$ cat src/rtl/data_cache_pkg.sv
// rtl/data_cache_pkg.sv - shared geometry, state encoding and address-field helpers for data_cache
package data_cache_pkg;

    localparam int INDEX_BITS  = 4;
    localparam int OFFSET_BITS = 2;
    localparam int TAG_BITS    = 30 - INDEX_BITS - OFFSET_BITS;
    localparam int LINES       = 1 << INDEX_BITS;
    localparam int WORDS       = 1 << OFFSET_BITS;

    typedef enum logic [1:0] {
        IDLE   = 2'd0,
        REFILL = 2'd1,
        WRITE  = 2'd2
    } state_e;

    function automatic logic [TAG_BITS-1:0] addr_tag(input logic [31:0] addr);
        return addr[31:INDEX_BITS+OFFSET_BITS+2];
    endfunction

    function automatic logic [INDEX_BITS-1:0] addr_index(input logic [31:0] addr);
        return addr[INDEX_BITS+OFFSET_BITS+1:OFFSET_BITS+2];
    endfunction

    function automatic logic [OFFSET_BITS-1:0] addr_offset(input logic [31:0] addr);
        return addr[OFFSET_BITS+1:2];
    endfunction

    // Address of word 0 of the line holding addr.
    function automatic logic [31:0] line_base(input logic [31:0] addr);
        return {addr[31:OFFSET_BITS+2], {(OFFSET_BITS+2){1'b0}}};
    endfunction

endpackage

$ cat src/rtl/data_cache_array.sv
// rtl/data_cache_array.sv - valid/tag/data storage with asynchronous read and single-word write
module data_cache_array
    import data_cache_pkg::*;
(
    input  logic                   clk,
    input  logic                   rst,
    input  logic [INDEX_BITS-1:0]  index,
    input  logic [OFFSET_BITS-1:0] rd_offset,
    output logic                   rd_valid,
    output logic [TAG_BITS-1:0]    rd_tag,
    output logic [31:0]            rd_word,
    input  logic                   clr_en,
    input  logic                   set_en,
    input  logic [TAG_BITS-1:0]    set_tag,
    input  logic                   wr_en,
    input  logic [OFFSET_BITS-1:0] wr_offset,
    input  logic [31:0]            wr_data
);

    logic [LINES-1:0]    valid_q, valid_d;
    logic [TAG_BITS-1:0] tag_mem  [LINES];
    logic [31:0]         data_mem [LINES*WORDS];

    assign rd_valid = valid_q[index];
    assign rd_tag   = tag_mem[index];
    assign rd_word  = data_mem[{index, rd_offset}];

    // Clear on refill entry so a half-filled line never hits; set once the last word lands.
    always_comb begin
        valid_d = valid_q;
        if (clr_en) begin
            valid_d[index] = 1'b0;
        end
        if (set_en) begin
            valid_d[index] = 1'b1;
        end
    end

    // Valid bits are the only storage that reset touches.
    always_ff @(posedge clk or negedge rst) begin
        if (!rst) begin
            valid_q <= '0;
        end else begin
            valid_q <= valid_d;
        end
    end

    // Tag and data arrays carry no reset; stale contents are masked by the valid bit.
    always_ff @(posedge clk) begin
        if (set_en) begin
            tag_mem[index] <= set_tag;
        end
        if (wr_en) begin
            data_mem[{index, wr_offset}] <= wr_data;
        end
    end

endmodule

$ cat src/rtl/data_cache.sv
// rtl/data_cache.sv - direct-mapped write-through no-write-allocate data cache: FSM, latches, burst counter
module data_cache
    import data_cache_pkg::*;
(
    input  logic        clk,
    input  logic        rst,
    input  logic        cpu_req,
    input  logic        cpu_we,
    input  logic [31:0] cpu_addr,
    input  logic [31:0] cpu_wdata,
    output logic [31:0] cpu_rdata,
    output logic        cpu_ready,
    output logic        mem_req,
    output logic        mem_we,
    output logic [31:0] mem_addr,
    output logic [31:0] mem_wdata,
    input  logic [31:0] mem_rdata,
    input  logic        mem_ack
);

    state_e                 state_q, state_d;
    logic [31:0]            addr_q, addr_d;
    logic [31:0]            wdata_q, wdata_d;
    logic [OFFSET_BITS-1:0] cnt_q, cnt_d;
    logic                   mem_req_q, mem_req_d;
    logic                   mem_we_q, mem_we_d;
    logic [31:0]            mem_addr_q, mem_addr_d;
    logic [31:0]            mem_wdata_q, mem_wdata_d;

    logic [31:0]            lookup_addr;
    logic [INDEX_BITS-1:0]  lookup_index;
    logic [OFFSET_BITS-1:0] lookup_offset;
    logic                   rd_valid;
    logic [TAG_BITS-1:0]    rd_tag;
    logic [31:0]            rd_word;
    logic                   hit;
    logic                   clr_en, set_en, wr_en;
    logic [OFFSET_BITS-1:0] wr_offset;
    logic [31:0]            wr_data;
    logic                   unused_low_bits;

    // In IDLE the live CPU address probes the array; while stalled the latched copy owns it.
    assign lookup_addr     = (state_q == IDLE) ? cpu_addr : addr_q;
    assign lookup_index    = addr_index(lookup_addr);
    assign lookup_offset   = addr_offset(lookup_addr);
    assign hit             = rd_valid && (rd_tag == addr_tag(lookup_addr));
    assign unused_low_bits = ^lookup_addr[1:0];

    assign mem_req   = mem_req_q;
    assign mem_we    = mem_we_q;
    assign mem_addr  = mem_addr_q;
    assign mem_wdata = mem_wdata_q;

    data_cache_array u_array (
        .clk       (clk),
        .rst       (rst),
        .index     (lookup_index),
        .rd_offset (lookup_offset),
        .rd_valid  (rd_valid),
        .rd_tag    (rd_tag),
        .rd_word   (rd_word),
        .clr_en    (clr_en),
        .set_en    (set_en),
        .set_tag   (addr_tag(lookup_addr)),
        .wr_en     (wr_en),
        .wr_offset (wr_offset),
        .wr_data   (wr_data)
    );

    // Next-state, CPU handshake and array control; memory-side outputs are computed one cycle ahead.
    always_comb begin
        state_d     = state_q;
        addr_d      = addr_q;
        wdata_d     = wdata_q;
        cnt_d       = cnt_q;
        mem_req_d   = mem_req_q;
        mem_we_d    = mem_we_q;
        mem_addr_d  = mem_addr_q;
        mem_wdata_d = mem_wdata_q;
        cpu_ready   = 1'b0;
        cpu_rdata   = '0;
        clr_en      = 1'b0;
        set_en      = 1'b0;
        wr_en       = 1'b0;
        wr_offset   = (state_q == REFILL) ? cnt_q : lookup_offset;
        wr_data     = (state_q == REFILL) ? mem_rdata : wdata_q;

        case (state_q)
            IDLE: begin
                if (!cpu_req) begin
                    cpu_ready = 1'b1;
                end else if (cpu_we) begin
                    addr_d      = {cpu_addr[31:2], 2'b00};
                    wdata_d     = cpu_wdata;
                    mem_req_d   = 1'b1;
                    mem_we_d    = 1'b1;
                    mem_addr_d  = {cpu_addr[31:2], 2'b00};
                    mem_wdata_d = cpu_wdata;
                    state_d     = WRITE;
                end else if (hit) begin
                    cpu_ready = 1'b1;
                    cpu_rdata = rd_word;
                end else begin
                    addr_d     = line_base(cpu_addr);
                    cnt_d      = '0;
                    clr_en     = 1'b1;
                    mem_req_d  = 1'b1;
                    mem_we_d   = 1'b0;
                    mem_addr_d = line_base(cpu_addr);
                    state_d    = REFILL;
                end
            end
            REFILL: begin
                if (mem_ack) begin
                    wr_en = 1'b1;
                    cnt_d = cnt_q + 1'b1;
                    if (&cnt_q) begin
                        set_en    = 1'b1;
                        mem_req_d = 1'b0;
                        state_d   = IDLE;
                    end else begin
                        mem_addr_d = addr_q + 32'({cnt_d, 2'b00});
                    end
                end
            end
            WRITE: begin
                if (mem_ack) begin
                    cpu_ready = 1'b1;
                    wr_en     = hit;
                    mem_req_d = 1'b0;
                    mem_we_d  = 1'b0;
                    state_d   = IDLE;
                end
            end
            default: begin
                state_d = IDLE;
            end
        endcase
    end

    // State, latches, burst counter and registered memory-side outputs.
    always_ff @(posedge clk or negedge rst) begin
        if (!rst) begin
            state_q     <= IDLE;
            addr_q      <= '0;
            wdata_q     <= '0;
            cnt_q       <= '0;
            mem_req_q   <= 1'b0;
            mem_we_q    <= 1'b0;
            mem_addr_q  <= '0;
            mem_wdata_q <= '0;
        end else begin
            state_q     <= state_d;
            addr_q      <= addr_d;
            wdata_q     <= wdata_d;
            cnt_q       <= cnt_d;
            mem_req_q   <= mem_req_d;
            mem_we_q    <= mem_we_d;
            mem_addr_q  <= mem_addr_d;
            mem_wdata_q <= mem_wdata_d;
        end
    end

endmodule

$ cat config.mk
export PLATFORM = sky130hd
export DESIGN_NAME = data_cache
export DESIGN_NICKNAME = d
export VERILOG_FILES = /design/src/rtl/data_cache_pkg.sv /design/src/rtl/data_cache_array.sv /design/src/rtl/data_cache.sv
export SDC_FILE = /design/constraint.sdc
export NUM_CORES = 2
export LEC_CHECK = 0
export CAP_MARGIN = 15
export CORE_MARGIN = 2
export CORE_UTILIZATION = 57
export CTS_CLUSTER_SIZE = 30
export DETAILED_ROUTE_END_ITERATION = 6
export DONT_BUFFER_PORTS = 1
export GPL_TIMING_DRIVEN = 0
export PLACE_DENSITY = 0.72
export SLEW_MARGIN = 20
export SYNTH_ARGS = -nofsm -noshare
export SYNTH_HDL_FRONTEND = slang
export SYNTH_HIERARCHICAL = 1
export SYNTH_SLANG_ARGS = --single-unit
$ cat constraint.sdc
create_clock -name clk -period 8.5 [get_ports clk]
set_input_delay 0.425 -clock clk [delete_from_list [all_inputs] [get_ports clk]]
set_output_delay 0.425 -clock clk [all_outputs]
set_load 0.05 [all_outputs]
==> summary.md <==
| Metric | Value |
|---|---|
| Status | finished clean |
| Total of max-cap violations | 0 |
| CTS tree | yes |
| Hold_ws | 0.0676 ns |
| Placed Instances | 6853 |
| Yosys reg bits | 2546 |
| First-pass GRT wire length | 369000 um |
| Maximum root-to-sink buffer count | 3 |
| H-tree levels | 4 |
| Row cnt | 152 |
| Die X-Extent | 420 um |
| Drt pass-1 iters | 6 |
| Total Wirelength | 262000 um |
| Max-Slew Margin vs Limit | 0.192 |
| Library cells used by synthesis | 64 |
| Fin crit share | 0.966 |
| Power per cell area | 379 nW/um^2 |
| Die Span Y | 420 um |
| Total core area | 172000 um^2 |
| Post-DP Area | 105000 um^2 |
| Initial antenna violation count | 31 |
| CP max FO | 21 |
| Max IR drop VDD | 0.350 mV |
| DRC Markers | 0 |
| Most frequent cells in the layout | edfxtp_1 (2432), mux4_2 (637), a22oi_1 (257), clkbuf_16 (237), clkbuf_1 (191) |
| Fmax | 122 MHz |
| Most used flip-flop cell after synthesis | edfxtp_1 |
| Tmin final | 8.21 ns |
| Skew final | 0.0540 ns |
| Worst-margin pin slew | 1.21 ns |
| Top Ports | 200 |
| Via count | 50067 |
| Data required, critical path | 9.07 ns |
| Syn-to-layout area delta | 15.0% |
| Cell type with the highest aggregate area in the netlist | edfxtp_1 |
| Commonest non-fill, non-tap cell in the layout | edfxtp_1 |
| Startpoint types | flop |
| Slew Viols, Final | 0 |
| P_leak | 0.0354 uW |
| Root buf cell | clkbuf_16 |
| YS warnings | 6 |
| Hold Violations, Final | 0 |
| Fin cells | 7407 |
| Gr ovfl total | 0 |
| Share of cells above drive strength 1 | 0.288 |
| Post-DR vias/cell | 6.76 |
| Nets | 4990 |
| Starting Density | 0.574 |
| Detailed Route Iter0 Violations | 7037 |
| Clock Latency Late Sink | 0.89 ns |
| CTS Sinks | 2546 |
| Number of global-route vias before repair | 49708 |
| Top cell type's share of synthesized area | 0.741 |
| Design Area, Final | 113000 um^2 |
| RePlAce Congestion | 0.988 |
| Largest net degree at the start of global routing | 115 |
| Kind of critical path | reg2reg |
| Total track usage | 0.300 |
| EDFF count, synth | 2432 |
| Final setup violating endpoints | 0 |
| Worst hold path class | in2reg |
| Die area | 176000 um^2 |
| Crit end category | flop |
| Post-route ant nets | 0 |
| Dominant cells by area after synthesis | edfxtp_1 (74%), mux4_2 (15%), dfrtp_1 (2.9%) |
| Clk slew on worst S/H paths | 0.06 ns |
| Port buffer count | 0 |
| Post-Syn Instances | 4439 |
| Register area share after synthesis | 0.770 |
| Total negative setup slack | 0 ns |
| Mapped Area | 98600 um^2 |
| Layout Utilization | 0.660 |
| Async SR Flop Fraction | 0.0448 |
| Avg Cell Area, Syn | 22.2 um^2 |
| Routed length per instance | 35.3 um |
| Data arrival, critical path | 8.78 ns |
| Total CTS buffers | 236 |
| Post-DP HPWL | 170000 um |
final cells by class:
class,instances,area [um^2]
Antenna cell,23,57.6
Buffer,260,1300
Clock buffer,300,6280
Clock inverter,131,1240
Fill cell,10544,58400
Inverter,12,45.0
Multi-Input combinational cell,1621,22100
Sequential cell,2546,75900
Tap cell,2310,2890
Timing Repair Buffer,204,3500
registers in the layout, indices dropped and copies added, names as in the netlist:
| name | flops |
|---|---|
| addr_q | 30 |
| cnt_q | 2 |
| mem_addr | 30 |
| mem_req | 1 |
| mem_wdata | 32 |
| mem_we | 1 |
| state_q | 2 |
| u_array/data_mem | 2048 |
| u_array/tag_mem | 384 |
| u_array/valid_q | 16 |
power breakdown:
group,internal [uW],switching (uW),leakage (uW)
sequential,16400,917,0.0233
clock,5730,4550,0.00365
combinational,5350,10000,0.00847
critical path, stage by stage, from the launching register on:
cell and delay [ns]:
dfrtp_1 0.42, inv_1 0.08, ha_1 0.20, buf_6 0.15, clkbuf_8 0.17, clkbuf_8 0.17
mux2_2 0.30, clkbuf_1 0.46, clkbuf_2 0.48, clkbuf_1 0.51, mux4_2 0.41, mux4_2 0.50
xor2_1 0.20, nor4_4 0.36, nand4_2 0.31, nor3_2 0.42, buf_6 0.19, a21oi_1 0.08
nor2_2 0.43, nor2b_1 0.48, nand3_2 0.59, nor2_4 0.67, buf_12 0.26
synthesized netlist by cell type, types with 8 or more instances:
master / number
mux4_2: 637
mux2_2: 122
clkbuf_1: 157
xnor2_1: 13
nor2_1: 126
dfrtp_1: 114
and2_1: 33
a21oi_1: 161
buf_1: 17
o21ai_0: 38
mux2_4: 27
buf_6: 21
nand4_1: 8
a22oi_1: 257
xor2_1: 36
buf_4: 8
nand3_1: 18
nand2_1: 34
edfxtp_1: 2432
buf_2: 51
or4_1: 33
inv_1: 12
stage by stage:
step                      setup slack [ns]  power [uW]
after floorplan                       1.81       26200
after global placement               -2.25       31800
after detailed placement            -0.717       32500
after CTS                           -0.264       42800
after global routing               -0.0119       44000
final                                0.287       42900
metal layers:
layer | up-vias | track usage | share of wire
li1 | 19702 | - | -
met1 | 26615 | 0.393 | 0.35
met2 | 3124 | 0.485 | 0.50
met3 | 610 | 0.0649 | 0.098
met4 | 16 | 0.143 | 0.054
met5 | - | 0 | 0.00047
worst paths after layout:
kind / cells past startpoint / to / from / slack (ns)
min reg2reg: 2 / u_array/valid_q[4] / u_array/valid_q[4] / 0.52
max reg2reg: 22 / u_array/data_mem[45][8] / state_q[1] / 0.29
min: 1 / u_array/tag_mem[15][8] / cpu_addr[16] / 0.07
min in group asynchronous: 2 / u_array/valid_q[4] / rst / 0.20
max in group asynchronous: 2 / mem_wdata[9] / rst / 7.75
max: 22 / u_array/data_mem[45][8] / state_q[1] / 0.29
timing repair:
| item | 4_1_cts | 5_1_grt |
|---|---|---|
| setup buffers | 32 | 0 |
| gates resized for setup | 3 | 6 |
| hold buffers | 69 | 0 |
| endpoints found under the hold margin | 356 | 0 |
| endpoints found under the setup margin | 1599 | 986 |
| pin swaps | 19 | 1 |
cells by family (layout without fill, tap and decap cells):
group                    after synthesis  after routing  share of synthesized area
multiplexers                         792            792                      0.164
AO/OA/AOI/OAI                        469            469                     0.0309
other                                  1             25                  0.0000380
AND/OR/NAND/NOR                      299            299                     0.0159
XOR/XNOR                              51             51                    0.00468
flip-flops                          2546           2546                      0.770
buffers and inverters                273            907                     0.0134
adder cells (fa/ha/maj)                8              8                    0.00109
No activity file was read; power rests on OpenSTA's default activity.
